## src/rtl/fetch_bundle_gen_if.sv

```systemverilog
// I-cache request/response channel between the fetch bundle
// generator (master) and the instruction cache (slave).
interface fetch_bundle_gen_if;
    logic         icache_req_o;
    logic [63:0]  icache_addr_o;
    logic         icache_gnt_i;
    logic         icache_rsp_vld_i;
    logic [255:0] icache_rsp_data_i;

    modport master (
        output icache_req_o,
        output icache_addr_o,
        input  icache_gnt_i,
        input  icache_rsp_vld_i,
        input  icache_rsp_data_i
    );

    modport slave (
        input  icache_req_o,
        input  icache_addr_o,
        output icache_gnt_i,
        output icache_rsp_vld_i,
        output icache_rsp_data_i
    );
endinterface

```

## src/rtl/fetch_bundle_gen.sv

```systemverilog
// Sequential 32-byte block fetcher producing 8-lane instruction
// bundles with lane masking, full-buffer hold and flush/redirect.
module fetch_bundle_gen #(
    parameter logic [63:0] RESET_PC = 64'h0
) (
    input  logic                     clock,
    input  logic                     reset_n,
    input  logic                     flush_i,
    input  logic [63:0]              redirect_pc_i,
    fetch_bundle_gen_if.master       ic,
    input  logic                     buf_full_i,
    output logic [31:0]              inst0_o,
    output logic [31:0]              inst1_o,
    output logic [31:0]              inst2_o,
    output logic [31:0]              inst3_o,
    output logic [31:0]              inst4_o,
    output logic [31:0]              inst5_o,
    output logic [31:0]              inst6_o,
    output logic [31:0]              inst7_o,
    output logic                     inst0_vld_o,
    output logic                     inst1_vld_o,
    output logic                     inst2_vld_o,
    output logic                     inst3_vld_o,
    output logic                     inst4_vld_o,
    output logic                     inst5_vld_o,
    output logic                     inst6_vld_o,
    output logic                     inst7_vld_o
);

    typedef enum logic [1:0] {
        IDLE = 2'd0,
        REQ  = 2'd1,
        WAIT = 2'd2,
        HOLD = 2'd3
    } state_t;

    state_t       state_q;
    state_t       state_d;
    logic         kill_q;
    logic         kill_d;
    logic [63:2]  fetch_pc_q;
    logic [63:2]  pc_next;
    logic [7:0]   lane_mask;
    logic [255:0] hold_data_q;
    logic [7:0]   hold_mask_q;
    logic [255:0] out_data_q;
    logic [7:0]   out_mask_q;

    logic rsp;
    logic take;
    logic emit_rsp;
    logic cap;
    logic emit_hold;
    logic flush_to_wait;
    logic unused_bits;

    // Low PC bits select a byte within an instruction; never used.
    assign unused_bits = ^{redirect_pc_i[1:0]};

    assign rsp       = ic.icache_rsp_vld_i;
    assign lane_mask = 8'hFF << fetch_pc_q[4:2];
    assign pc_next   = {fetch_pc_q[63:5] + 59'd1, 3'b000};

    // A response is consumed only when neither stale nor flushed.
    assign take      = (state_q == WAIT) && rsp && !kill_q && !flush_i;
    assign emit_rsp  = take && !buf_full_i;
    assign cap       = take && buf_full_i;
    assign emit_hold = (state_q == HOLD) && !buf_full_i && !flush_i;

    // Flush keeps us waiting when a grant is (or was) already out.
    assign flush_to_wait = ((state_q == REQ) && ic.icache_gnt_i) ||
                           ((state_q == WAIT) && !rsp);

    // State and kill registers.
    always_ff @(posedge clock or negedge reset_n) begin
        if (!reset_n) begin
            state_q <= IDLE;
            kill_q  <= 1'b0;
        end else begin
            state_q <= state_d;
            kill_q  <= kill_d;
        end
    end

    // Next-state and kill decision; flush overrides everything.
    always_comb begin
        state_d = state_q;
        kill_d  = kill_q;
        unique case (state_q)
            IDLE: state_d = REQ;
            REQ: begin
                if (ic.icache_gnt_i) state_d = WAIT;
            end
            WAIT: begin
                if (rsp) begin
                    kill_d  = 1'b0;
                    state_d = (kill_q || !buf_full_i) ? REQ : HOLD;
                end
            end
            HOLD: begin
                if (!buf_full_i) state_d = REQ;
            end
            default: state_d = IDLE;
        endcase
        if (flush_i) begin
            state_d = flush_to_wait ? WAIT : REQ;
            kill_d  = flush_to_wait;
        end
    end

    // Request is asserted exactly while in REQ.
    always_comb begin
        ic.icache_req_o  = (state_q == REQ);
        ic.icache_addr_o = {fetch_pc_q[63:5], 5'b0};
    end

    // Fetch PC: redirect on flush, step one block per consumed response.
    always_ff @(posedge clock or negedge reset_n) begin
        if (!reset_n) begin
            fetch_pc_q <= RESET_PC[63:2];
        end else if (flush_i) begin
            fetch_pc_q <= redirect_pc_i[63:2];
        end else if (take) begin
            fetch_pc_q <= pc_next;
        end
    end

    // Hold buffer for a bundle that arrived while the buffer was full.
    always_ff @(posedge clock or negedge reset_n) begin
        if (!reset_n) begin
            hold_data_q <= '0;
            hold_mask_q <= '0;
        end else if (flush_i) begin
            hold_mask_q <= '0;
        end else if (cap) begin
            hold_data_q <= ic.icache_rsp_data_i;
            hold_mask_q <= lane_mask;
        end
    end

    // Registered bundle outputs; the mask is a one-cycle pulse.
    always_ff @(posedge clock or negedge reset_n) begin
        if (!reset_n) begin
            out_data_q <= '0;
            out_mask_q <= '0;
        end else if (emit_rsp) begin
            out_data_q <= ic.icache_rsp_data_i;
            out_mask_q <= lane_mask;
        end else if (emit_hold) begin
            out_data_q <= hold_data_q;
            out_mask_q <= hold_mask_q;
        end else begin
            out_mask_q <= '0;
        end
    end

    assign inst0_o = out_data_q[31:0];
    assign inst1_o = out_data_q[63:32];
    assign inst2_o = out_data_q[95:64];
    assign inst3_o = out_data_q[127:96];
    assign inst4_o = out_data_q[159:128];
    assign inst5_o = out_data_q[191:160];
    assign inst6_o = out_data_q[223:192];
    assign inst7_o = out_data_q[255:224];

    assign inst0_vld_o = out_mask_q[0];
    assign inst1_vld_o = out_mask_q[1];
    assign inst2_vld_o = out_mask_q[2];
    assign inst3_vld_o = out_mask_q[3];
    assign inst4_vld_o = out_mask_q[4];
    assign inst5_vld_o = out_mask_q[5];
    assign inst6_vld_o = out_mask_q[6];
    assign inst7_vld_o = out_mask_q[7];

endmodule

```

## src/flat_wrapper.sv

```systemverilog
// flat-port wrapper written by rule: the top's interface ports become plain ports
module fetch_bundle_gen_flat 
#(
    parameter logic [63:0] RESET_PC = 64'h0
)
  (clock, reset_n, flush_i, redirect_pc_i, buf_full_i, inst0_o, inst1_o, inst2_o, inst3_o, inst4_o, inst5_o, inst6_o, inst7_o, inst0_vld_o, inst1_vld_o, inst2_vld_o, inst3_vld_o, inst4_vld_o, inst5_vld_o, inst6_vld_o, inst7_vld_o, ic_icache_req_o, ic_icache_addr_o, ic_icache_gnt_i, ic_icache_rsp_vld_i, ic_icache_rsp_data_i);
  fetch_bundle_gen_if ic_i ();
  input  logic clock;
  input  logic reset_n;
  input  logic flush_i;
  input  logic [63:0] redirect_pc_i;
  input  logic buf_full_i;
  output logic [31:0] inst0_o;
  output logic [31:0] inst1_o;
  output logic [31:0] inst2_o;
  output logic [31:0] inst3_o;
  output logic [31:0] inst4_o;
  output logic [31:0] inst5_o;
  output logic [31:0] inst6_o;
  output logic [31:0] inst7_o;
  output logic inst0_vld_o;
  output logic inst1_vld_o;
  output logic inst2_vld_o;
  output logic inst3_vld_o;
  output logic inst4_vld_o;
  output logic inst5_vld_o;
  output logic inst6_vld_o;
  output logic inst7_vld_o;
  output wire logic [$bits(ic_i.icache_req_o)-1:0] ic_icache_req_o;
  output wire logic [$bits(ic_i.icache_addr_o)-1:0] ic_icache_addr_o;
  input wire logic [$bits(ic_i.icache_gnt_i)-1:0] ic_icache_gnt_i;
  input wire logic [$bits(ic_i.icache_rsp_vld_i)-1:0] ic_icache_rsp_vld_i;
  input wire logic [$bits(ic_i.icache_rsp_data_i)-1:0] ic_icache_rsp_data_i;
  assign ic_icache_req_o = ic_i.icache_req_o;
  assign ic_icache_addr_o = ic_i.icache_addr_o;
  assign ic_i.icache_gnt_i = ic_icache_gnt_i;
  assign ic_i.icache_rsp_vld_i = ic_icache_rsp_vld_i;
  assign ic_i.icache_rsp_data_i = ic_icache_rsp_data_i;
  fetch_bundle_gen #(.RESET_PC(RESET_PC)) u_core (.clock(clock), .reset_n(reset_n), .flush_i(flush_i), .redirect_pc_i(redirect_pc_i), .ic(ic_i), .buf_full_i(buf_full_i), .inst0_o(inst0_o), .inst1_o(inst1_o), .inst2_o(inst2_o), .inst3_o(inst3_o), .inst4_o(inst4_o), .inst5_o(inst5_o), .inst6_o(inst6_o), .inst7_o(inst7_o), .inst0_vld_o(inst0_vld_o), .inst1_vld_o(inst1_vld_o), .inst2_vld_o(inst2_vld_o), .inst3_vld_o(inst3_vld_o), .inst4_vld_o(inst4_vld_o), .inst5_vld_o(inst5_vld_o), .inst6_vld_o(inst6_vld_o), .inst7_vld_o(inst7_vld_o));
endmodule
```

## config.mk

```make
export PLATFORM = sky130hd
export DESIGN_NAME = fetch_bundle_gen_flat
export DESIGN_NICKNAME = d
export VERILOG_FILES = /design/src/rtl/fetch_bundle_gen_if.sv /design/src/rtl/fetch_bundle_gen.sv /design/src/flat_wrapper.sv
export SDC_FILE = /design/constraint.sdc
export NUM_CORES = 1
export LEC_CHECK = 0
export BUFFER_PORTS_ARGS = -buffer_cell sky130_fd_sc_hd__buf_2
export CORE_AREA = 5 5 254 256
export DETAILED_ROUTE_END_ITERATION = 12
export DIE_AREA = 0 0 259 261
export GPL_ROUTABILITY_DRIVEN = 1
export GPL_TIMING_DRIVEN = 0
export HOLD_SLACK_MARGIN = 0.08
export PLACE_DENSITY = 0.78
export RECOVER_POWER = 25
export SKIP_CTS_REPAIR_TIMING = 1
export SYNTH_ARGS = -nofsm -noshare
export SYNTH_HDL_FRONTEND = slang
export SYNTH_SLANG_ARGS = --single-unit
```

## constraint.sdc

```tcl
create_clock -name clock -period 2.6 [get_ports clock]
set_input_delay 0.13 -clock clock [delete_from_list [all_inputs] [get_ports clock]]
set_output_delay 0.13 -clock clock [all_outputs]
set_load 0.01 [all_outputs]
```

==> summary.md <==
### STA
- **max-slew headroom at the worst pin** -0.0908
- **Highest Clock Rate** 382 MHz
- **Min Hold Slack** 145 ps
- **setup clock skew after layout** 38.6 ps
- **transition at the pin with the smallest max-transition slack** 1640 ps
- **final period utilization** 1.01
- **RSZ-0062 raised after global routing** true
- **crit path setup slack, layout** -20.3 ps
- **total count of max-transition violations in the final report** 237
- **setup violation total in the final timing report** 1
- **Final Hold Violating Endpoints** 0
- **minimum period implied by the final worst setup slack** 2620 ps

### Die
- **area enclosed by the die boundary** 67600 sq um
- **die height** 261 um
- **core region area** 62300 sq um
- **Site Rows** 92
- **Die W** 259 um
- **IO Pins** 655
- **initial core utilization** 0.419

### Power
- **sequential power share** 0.458
- **Comb power frac** 0.258
- **peak ir drop on the vdd network** 0.677 mV
- **Pwr per Cell Area** 890 nW/um^2
- **clock share of power** 0.284
- **Power Internal** 21.4 mW
- **switching portion of total power** 0.337
- **LEAKAGE** 17.8 nW
- **net switching component of the power** 10.9 mW

### Drt
- **average vias per placed instance** 5.45
- **aggregate routed wire length** 98800 um
- **First-pass DRT Iterations** 6
- **average wire per cell in the routed design** 20.9 um
- **number of routed nets with antenna violations** 0
- **vias** 25800
- **DRC marker count from the first detailed-route iteration** 2888
- **DRC violation count after routing** 0

### Logic synthesis
- **post-synthesis instance area** 26100 sq um
- **number of synthesis warnings** 0
- **number of enable flip-flop cells after synthesis** 0
- **synth cell count leaders** 1114 x nand2_1, 593 x dfrtp_1, 307 x o21ai_0
- **FFs w/ async S/R, synth** 1.00
- **gate count of the mapped netlist** 2769
- **top post-synthesis cells by area** dfrtp_1 57%, nand2_1 16%, mux2i_1 10%, o21ai_0 5.9%, clkbuf_1 2.2%
- **library cell with the largest summed area after synthesis** dfrtp_1
- **top-area cell type share of the netlist area** 0.569
- **most instantiated library cell after synthesis** nand2_1
- **FF+latch count, synth** 593
- **Unique masters post-synth** 43
- **portion of the post-synthesis area used by sequential elements** 0.569
- **Post-Synthesis Mean Instance Area** 9.41 sq um
- **primary flip-flop cell chosen by synthesis mapping** dfrtp_1

### Run
- **count of maximum capacitance violations** 2

### Worst setup path
- **list of cells traversed by the critical path** inv_1 > ha_1 > and4b_2 > nand4_1 > or4_4 > or3_1 > a31oi_1
- **CP Data Arrival Time** 3140 ps
- **Req. time, crit path** 3120 ps
- **nature of the critical path endpoint** register
- **kind of cell with the highest combined delay on the critical path** simple AND/OR/NAND/NOR gates
- **worst stage delay on the critical path** 600 ps
- **category of the most critical setup path** reg2reg
- **startpoint type of the worst setup path** register
- **highest-delay cell along the critical path** or4_4
- **maximum fanout encountered on the critical timing path** 6
- **number of buffers and inverters on the critical path** 1

### GRT
- **busiest layer in global routing** met2
- **All-Layer GR Usage** 0.251
- **fraction of met1 tracks used by global routing** 0.328
- **GRT met3 Usage** 0.0501
- **initial antenna violation count** 13
- **met2 capacity usage during global routing** 0.394
- **first-pass GRT wire length** 134000 um
- **via count of the first global-routing pass** 23000
- **pin count of the biggest net entering global routing** 123
- **global-route congestion overflow total** 0

### Clocking
- **H-tree levels** 2
- **total clock buffers created by CTS** 61
- **Clock Tree Root** clkbuf_16
- **maximum number of buffers from clock root to sink** 3
- **clock tree from TritonCTS** done
- **clock slew at reported path FFs** 60 ps
- **clock latency at the later pin of the worst-skew pair** 640 ps
- **Clock Sinks** 593

### Final layout
- **synthesis-to-layout area growth** 39.0%
- **number of nets in the layout** 4155
- **share of post-route cells with drive strength above 1** 0.248
- **final instance area** 36200 sq um

### Placed design
- **area after detailed placement** 30500 sq um
- **post-DP HPWL** 65200 um
- **Port Buf Inserts** 646
- **routability-driven placement congestion ratio** 0.890

### Run status
- **violated checks** max-capacitance violations, max-slew violations, negative setup slack
- **result of the run** complete, but fails checks

### Min path
- **class of the tightest hold or removal check** in2reg

## power groups by stage
stage               Combinational [mW]  Sequential [mW]  Clock [mW]
detailed placement                7.59             14.7           0
global route                      9.20             15.1        9.65
finish                            8.32             14.8        9.15
CTS                               7.64             14.6        9.24
floorplan                         3.75             14.8           0
global placement                  7.27             14.6           0
## through the flow
| step | setup slack [ps] | util | std cells | setup TNS (ps) | total power [mW] |
|---|---|---|---|---|---|
| after global placement | -11100 | 0.488 | 4265 | -7243930 | 21.8 |
| final | -20.3 | 0.582 | 4735 | -20.3 | 32.3 |
| after CTS | -1600 | 0.524 | 4383 | -489520 | 31.4 |
| after detailed placement | -1500 | 0.491 | 4271 | -464860 | 22.3 |
| after global routing | -116 | 0.582 | 4731 | -4110 | 33.9 |
| after floorplan | 290 | - | 2773 | 0 | 18.6 |
## metal layers
metal  share of wire  vias up
met1            0.37    12500
met2            0.47     1602
met5         0.00013        -
li1                -    11200
met3           0.078      521
met4           0.074        2
## area by class of cell
| type | count | area, sq um |
|---|---|---|
| fillers | 4806 | 26000 |
| repair buffers | 992 | 6700 |
| well taps | 846 | 1060 |
| inverters | 9 | 33.8 |
| diodes | 15 | 37.5 |
| clock buffers | 84 | 1780 |
| multi-input cells | 1939 | 10200 |
| clock inverters | 28 | 333 |
| flip-flops and latches | 593 | 14900 |
| plain buffers | 229 | 1250 |
## worst min-delay path: cells and delay by family
family                 cells  cell delay [ps]
and+or+nand+nor            2              310
buffers and inverters      1              170
AOI/OAI and AO/OA          1              120
## cells in the final DEF, fill, tap and decap left out, types with 26 or more instances in the layout
cell type / count
buf_2: 651
xnor2_1: 32
buf_4: 84
clkbuf_2: 71
nand4_1: 26
clkbuf_1: 76
dfrtp_1: 579
nor3_1: 27
clkbuf_16: 61
o21ai_0: 307
mux2i_1: 264
dlygate4sd3_1: 323
nand2_1: 1114
## flip-flops by register name, summed over array words and instances, names as in the netlist
name and count:
u_core.fetch_pc_q 62, u_core.hold_data_q 256, u_core.hold_mask_q 8, u_core.kill_q 1
u_core.out_data_q 256, u_core.out_mask_q 8, u_core.state_q 2
## final timing paths
check	end	slack, ps	startpoint	depth (start not counted)
worst min-delay path	u_core.out_mask_q[3]	140	flush_i	4
max in group asynchronous	u_core.out_data_q[237]	530	reset_n	3
worst max register to register	u_core.fetch_pc_q[61]	-20	u_core.state_q[0]	7
min in group asynchronous	u_core.state_q[0]	460	reset_n	3
worst max-delay path	u_core.fetch_pc_q[61]	-20	u_core.state_q[0]	7
worst min register to register	u_core.hold_data_q[91]	470	u_core.hold_data_q[91]	2
## logic make-up (layout without fill, tap and decap cells)
logic type | Yosys count | in the layout | share of synthesized area
AND/OR/NAND/NOR | 1274 | 1274 | 0.197
XOR/XNOR | 45 | 45 | 0.0151
buffers and inverters | 241 | 1342 | 0.0440
other | 1 | 20 | 0.000144
adder cells (fa/ha/maj) | 4 | 4 | 0.00192
multiplexers | 267 | 267 | 0.103
flip-flops | 593 | 593 | 0.569
AO/OA/AOI/OAI | 344 | 344 | 0.0696
Note: power is estimated with default switching activity, not from simulation.
